==> src/rtl/mem_lsu.sv <==
// MEM-stage load/store unit: one data-RAM bus transaction per load/store over a
// req/gnt + rvalid handshake, with lane steering, load extension, writeback and
// pipeline stall generation.
module mem_lsu #(
  parameter int unsigned TIMEOUT_CYCLES = 255
) (
  input  logic        clk,
  input  logic        rst,
  input  logic [6:0]  mem_opcode_i,
  input  logic [2:0]  mem_funct3_i,
  input  logic [31:0] mem_addr_i,
  input  logic [31:0] mem_rs2_reg_data_i,
  input  logic        mem_rd_wr_en_i,
  input  logic [4:0]  mem_rd_addr_i,
  input  logic [31:0] mem_rd_reg_data_i,
  input  logic        mem_flush_i,
  output logic        dbus_req_o,
  output logic        dbus_we_o,
  output logic [31:0] dbus_addr_o,
  output logic [3:0]  dbus_be_o,
  output logic [31:0] dbus_wdata_o,
  input  logic        dbus_gnt_i,
  input  logic        dbus_rvalid_i,
  input  logic [31:0] dbus_rdata_i,
  output logic        mem_rd_wr_en_o,
  output logic [4:0]  mem_rd_addr_o,
  output logic [31:0] mem_rd_reg_data_o,
  output logic        mem_stall_o,
  output logic        mem_misalign_o,
  output logic        mem_bus_err_o
);

  localparam int unsigned CNT_W    = $clog2(TIMEOUT_CYCLES + 1);
  localparam logic [6:0]  OP_LOAD  = 7'b0000011;
  localparam logic [6:0]  OP_STORE = 7'b0100011;

  typedef enum logic [1:0] {
    S_IDLE = 2'd0,
    S_REQ  = 2'd1,
    S_RSP  = 2'd2,
    S_DONE = 2'd3
  } state_t;

  state_t             state;
  logic [29:0]        addr_q;
  logic [3:0]         be_q;
  logic [31:0]        wdata_q;
  logic               we_q;
  logic [2:0]         f3_q;
  logic [1:0]         off_q;
  logic [4:0]         rd_q;
  logic               en_q;
  logic [31:0]        ld_data_q;
  logic               discard_q;
  logic               err_q;
  logic [CNT_W-1:0]   cnt_q;

  logic               is_load;
  logic               is_store;
  logic               legal;
  logic               misaligned;
  logic               start_c;
  logic               misalign_c;
  logic               timeout_c;
  logic [3:0]         be_c;
  logic [31:0]        wdata_c;

  // Select the addressed lane of a load word and sign/zero-extend it.
  function automatic logic [31:0] load_ext(input logic [2:0]  f3,
                                           input logic [1:0]  off,
                                           input logic [31:0] w);
    logic [31:0] sh;
    logic [7:0]  b;
    logic [15:0] h;
    sh = w >> {off, 3'b000};
    b  = sh[7:0];
    h  = off[1] ? w[31:16] : w[15:0];
    case (f3)
      3'b000:  load_ext = {{24{b[7]}}, b};
      3'b100:  load_ext = {24'd0, b};
      3'b001:  load_ext = {{16{h[15]}}, h};
      3'b101:  load_ext = {16'd0, h};
      default: load_ext = w;
    endcase
  endfunction

  // Decode the EX/MEM instruction: legality, alignment, byte enables and store data.
  always_comb begin
    is_load  = (mem_opcode_i == OP_LOAD);
    is_store = (mem_opcode_i == OP_STORE);
    legal    = 1'b0;
    if (is_load)
      legal = mem_funct3_i inside {3'b000, 3'b001, 3'b010, 3'b100, 3'b101};
    else if (is_store)
      legal = mem_funct3_i inside {3'b000, 3'b001, 3'b010};
    case (mem_funct3_i[1:0])
      2'b01:   misaligned = mem_addr_i[0];
      2'b10:   misaligned = |mem_addr_i[1:0];
      default: misaligned = 1'b0;
    endcase
    be_c    = 4'hF;
    wdata_c = 32'd0;
    if (is_store) begin
      case (mem_funct3_i[1:0])
        2'b00: begin
          be_c    = 4'b0001 << mem_addr_i[1:0];
          wdata_c = {4{mem_rs2_reg_data_i[7:0]}};
        end
        2'b01: begin
          be_c    = mem_addr_i[1] ? 4'b1100 : 4'b0011;
          wdata_c = {2{mem_rs2_reg_data_i[15:0]}};
        end
        default: begin
          be_c    = 4'hF;
          wdata_c = mem_rs2_reg_data_i;
        end
      endcase
    end
    start_c    = legal & ~misaligned & ~mem_flush_i;
    misalign_c = legal &  misaligned & ~mem_flush_i;
  end

  // Transfer is aborted once the REQ+RSP cycle budget is used up.
  assign timeout_c = ((state == S_REQ) || (state == S_RSP)) &&
                     (cnt_q == CNT_W'(TIMEOUT_CYCLES));

  // Transfer FSM with latched request attributes and load result.
  always_ff @(posedge clk) begin
    if (rst) begin
      state     <= S_IDLE;
      addr_q    <= 30'd0;
      be_q      <= 4'd0;
      wdata_q   <= 32'd0;
      we_q      <= 1'b0;
      f3_q      <= 3'd0;
      off_q     <= 2'd0;
      rd_q      <= 5'd0;
      en_q      <= 1'b0;
      ld_data_q <= 32'd0;
      discard_q <= 1'b0;
      err_q     <= 1'b0;
      cnt_q     <= '0;
    end else begin
      case (state)
        S_IDLE: begin
          if (start_c) begin
            addr_q    <= mem_addr_i[31:2];
            be_q      <= be_c;
            wdata_q   <= wdata_c;
            we_q      <= is_store;
            f3_q      <= mem_funct3_i;
            off_q     <= mem_addr_i[1:0];
            rd_q      <= mem_rd_addr_i;
            en_q      <= mem_rd_wr_en_i;
            ld_data_q <= 32'd0;
            discard_q <= 1'b0;
            err_q     <= 1'b0;
            cnt_q     <= '0;
            state     <= S_REQ;
          end
        end
        S_REQ: begin
          if (timeout_c) begin
            err_q <= 1'b1;
            state <= S_DONE;
          end else if (dbus_gnt_i) begin
            discard_q <= discard_q | mem_flush_i;
            cnt_q     <= cnt_q + CNT_W'(1);
            state     <= S_RSP;
          end else if (mem_flush_i) begin
            state <= S_IDLE;
          end else begin
            cnt_q <= cnt_q + CNT_W'(1);
          end
        end
        S_RSP: begin
          if (timeout_c) begin
            err_q <= 1'b1;
            state <= S_DONE;
          end else if (dbus_rvalid_i) begin
            ld_data_q <= load_ext(f3_q, off_q, dbus_rdata_i);
            discard_q <= discard_q | mem_flush_i;
            state     <= S_DONE;
          end else begin
            discard_q <= discard_q | mem_flush_i;
            cnt_q     <= cnt_q + CNT_W'(1);
          end
        end
        default: state <= S_IDLE;
      endcase
    end
  end

  assign dbus_we_o    = we_q;
  assign dbus_addr_o  = {addr_q, 2'b00};
  assign dbus_be_o    = be_q;
  assign dbus_wdata_o = wdata_q;

  // Handshake, stall, pulse and writeback outputs decoded from state and EX/MEM inputs.
  always_comb begin
    dbus_req_o        = (state == S_REQ) && !timeout_c;
    mem_bus_err_o     = timeout_c;
    mem_stall_o       = 1'b0;
    mem_misalign_o    = 1'b0;
    mem_rd_wr_en_o    = 1'b0;
    mem_rd_addr_o     = mem_rd_addr_i;
    mem_rd_reg_data_o = mem_rd_reg_data_i;
    case (state)
      S_IDLE: begin
        if (is_load || is_store) begin
          mem_stall_o    = start_c;
          mem_misalign_o = misalign_c;
        end else begin
          mem_rd_wr_en_o = mem_rd_wr_en_i & ~mem_flush_i;
        end
      end
      S_REQ, S_RSP: begin
        mem_stall_o       = 1'b1;
        mem_rd_addr_o     = rd_q;
        mem_rd_reg_data_o = ld_data_q;
      end
      default: begin
        mem_rd_addr_o     = rd_q;
        mem_rd_reg_data_o = ld_data_q;
        mem_rd_wr_en_o    = en_q & ~we_q & ~discard_q & ~err_q & ~mem_flush_i;
      end
    endcase
    if (rst) begin
      dbus_req_o        = 1'b0;
      mem_bus_err_o     = 1'b0;
      mem_stall_o       = 1'b0;
      mem_misalign_o    = 1'b0;
      mem_rd_wr_en_o    = 1'b0;
      mem_rd_addr_o     = 5'd0;
      mem_rd_reg_data_o = 32'd0;
    end
  end

endmodule
==> config.mk <==
export PLATFORM = sky130hd
export DESIGN_NAME = mem_lsu
export DESIGN_NICKNAME = d
export VERILOG_FILES = /design/src/rtl/mem_lsu.sv
export SDC_FILE = /design/constraint.sdc
export NUM_CORES = 1
export LEC_CHECK = 0
export BUFFER_PORTS_ARGS = -buffer_cell sky130_fd_sc_hd__buf_2
export CORE_MARGIN = 2
export CORE_UTILIZATION = 49
export CTS_CLUSTER_DIAMETER = 100
export DETAILED_ROUTE_END_ITERATION = 8
export GPL_ROUTABILITY_DRIVEN = 0
export PLACE_DENSITY = 0.84
export SETUP_SLACK_MARGIN = 0.2
export SLEW_MARGIN = 5
export SYNTH_ARGS = -nofsm -noshare
export SYNTH_HDL_FRONTEND = slang
export SYNTH_SLANG_ARGS = --single-unit
==> constraint.sdc <==
create_clock -name clk -period 2.74 [get_ports clk]
set_clock_uncertainty 0.05 [all_clocks]
set_input_delay 0.137 -clock clk [delete_from_list [all_inputs] [get_ports clk]]
set_output_delay 0.137 -clock clk [all_outputs]
set_load 0.02 [all_outputs]
==> results.tsv <==
metric	value	unit
status	finished clean	
port_buffers	257	
vias	7102	
clockRootBuffer	clkbuf_16	
holdWs	11.61	ps
avgViaCountPerCell	5.579	
holdCritPathClass	primary input to register	
tritoncts	built	
min_path_cells	3	
synth_top_family_by_area	simple AND/OR/NAND/NOR gates	
worstPathCellList	inv_1 -> ha_2 -> and3_1 -> a41oi_1 -> a21oi_1 -> or4b_4 -> o41ai_1	
die-area	13700	um2
area_growth	41.91	%
ctsHtreeMaxLevel	4	
tns	0	ps
synth_area	6261	um2
overflow	0	
post_drt_wl_per_cell	16.83	um
initial_core_util	49.82	%
end_kind	register	
drtIter0Drc	751	
yosysSeqAreaShare	39.01	%
clk_pin_slew	50	ps
dr.pass1.iters	5	
p_leak	4.075	nW
fp.dieW	117.0	um
critPathArrivalTime	2670	ps
synthMuxAreaShare	10.73	%
synthDistinctLibCells	55	
ys_seq_elements	122	
period_needed	2419	ps
route.detailed.drc	0	
ys_warn_count	0	
grt_pass1_wl	32550	um
worstSetupPathType	register to register	
min_to	off_q[1]	
clockBufferDepth	2	
rr_worst_depth	7	
fmax	413.3	MHz
synth_edf_count	0	
fillerInstances	990	
worstReg2RegEnd	cnt_q[3]	
synth_compound_area_share	19.78	%
grt_usage	30.52	%
worstPathRequired	2990	ps
async_flop_share	0	%
synth_cells	800	
clk_latency	400	ps
cts.sinks	122	
fin_crit_sh	88.30	%
reg2reg_from	state[0]	
crit_fanout	7	
diodes	0	
grt_pass1_vias	6724	
core-area	12570	um2
hold_start	mem_addr_i[1]	
synthFlopType	dfxtp_1	
slowest_stage	or4b_4	
rows	41	
setup_viol	0	
final_nets	1245	
hold_violations	0	
pin_count	260	
grt_antenna_before_repair	0	
grt_max_degree	138	
synthXorXnorAreaFrac	0	%
rsz0062_at_grt	true	
slowest_delay	590	ps
synthSimpleGateAreaFrac	23.30	%
drtAntennaViolNets	0	
final_cell_mix	256 x buf_2, 171 x nand2_1, 122 x dfxtp_1	
cts_setup_buffers	0	
drive_above_1_share	30.52	%
r2r_setup_slack	320	ps
worstMarginPinSlew	724.1	ps
dpl.hpwl	13770	um
final_common_cell	buf_2	
power_density	613.9	nW/um2
slew_violations	0	
numCtsBuffers	17	
maxCapViolCount	0	
cp-start-kind	register	
avgSynthCellArea	7.826	um2
max-vdd-ir-drop	0.0003153	V
routed_wl	21430	um
synth_fa_ha_area_share	1.599	%
die_h	117.0	um
max_slew_margin	51.52	%
flip-flops by register name, indices dropped and copies added, names as in the netlist:
| name | cells |
|---|---|
| discard_q | 1 |
| off_q | 2 |
| addr_q | 30 |
| cnt_q | 8 |
| dbus_wdata_o | 32 |
| en_q | 1 |
| dbus_we_o | 1 |
| f3_q | 3 |
| rd_q | 5 |
| err_q | 1 |
| state | 2 |
| dbus_be_o | 4 |
| ld_data_q | 32 |
Yosys cell counts (2+ instances only):
cell type  instances  area (um2)
nand2_1          171       641.9
dfxtp_1          122        2442
a21oi_1           82       410.4
nor2_1            61       229.0
clkbuf_1          53       198.9
mux2i_1           48       480.5
nand3_1           41       205.2
a22o_1            24       210.2
inv_1             24       90.09
nand2b_1          19       118.9
nor3_1            18       90.09
mux2_2            16       180.2
o211ai_1           9       67.56
a22oi_1            8       60.06
ha_1               8       100.1
nor2b_1            8       50.05
o21ai_0            8       40.04
a221o_1            7       70.07
o22ai_1            7       43.79
buf_1              4       15.01
nand4_1            4       25.02
o311ai_0           4       35.03
o32ai_1            4       35.03
a2111oi_0          3       26.28
a21o_1             3       22.52
a41oi_1            3       26.28
and3_1             3       18.77
buf_2              3       15.01
buf_4              3       22.52
o41ai_1            3       26.28
a211o_1            2       17.52
a31oi_1            2       12.51
nor4b_1            2       17.52
o31ai_1            2       15.01
cells by family after synthesis:
| logic type | Yosys count |
|---|---|
| compound gates | 181 |
| fa+ha+maj | 8 |
| buf+inv | 88 |
| flops | 122 |
| mux | 65 |
| other cells | 1 |
| simple gates | 335 |
metal layers:
layer / up-vias / global-route usage [%] / share of wire, %
met2: 408 / 51.33 / 49
met3: 76 / 9.784 / 9.0
met1: 3255 / 34.12 / 38
met5: - / 0 / 0
li1: 3363 / - / -
met4: 0 / 17.41 / 4.2
stage by stage:
step           power (mW)  cell area, um2  utilization (%)  cells  setup slack, ps
3_5_place_dp        3.015            7731            61.51   1190            56.88
3_3_place_gp        3.002            7731            61.51   1190            160.0
6_report            5.454            8885            70.69   1273            320.6
4_1_cts             5.448            8877            70.63   1273            262.0
5_1_grt             5.679            8885            70.69   1273            193.2
2_1_floorplan       2.646            6265                -    801            300.0
worst max-delay path: cells and delay by family (launching register included):
kind | cells | cell delay (ps)
flops | 1 | 380
simple gates | 2 | 790
compound gates | 3 | 710
buf+inv | 1 | 100
fa+ha+maj | 1 | 290
report_power, final:
group / total, mW / leakage [nW] / switching, mW / internal (mW)
clock network: 2.38 / 0.295 / 0.812 / 1.57
registers: 1.80 / 0.982 / 0.0106 / 1.79
logic: 1.28 / 2.80 / 0.731 / 0.545
worst max-delay path by stage:
stage	slack, ps	end	startpoint
4_1_cts	260	cnt_q[3]	state[0]
2_1_floorplan	300	mem_misalign_o	state[0]
3_5_place_dp	60	ld_data_q[9]	mem_opcode_i[3]
5_1_grt	190	cnt_q[3]	state[1]
6_report	320	cnt_q[3]	state[0]
3_3_place_gp	160	ld_data_q[12]	mem_opcode_i[3]
area by class of cell:
class	count	area, um2	area share, %
clock buffer	21	460.4	5.182
inverter	25	93.84	1.056
clock inverter	11	168.9	1.901
multi-input combinational	591	3487	39.25
tap	172	215.2	2.422
sequential	122	2442	27.49
timing repair buffer	331	2017	22.70
timing repair:
| item | in CTS | in global routing |
|---|---|---|
| hold endpoints to repair | 51 | 0 |
| resized for setup | 2 | 3 |
| hold buffers | 51 | 0 |
| pin swaps | 0 | 0 |
| endpoints found under the setup margin | 4 | 3 |
No activity file was read; power rests on OpenSTA's default activity.
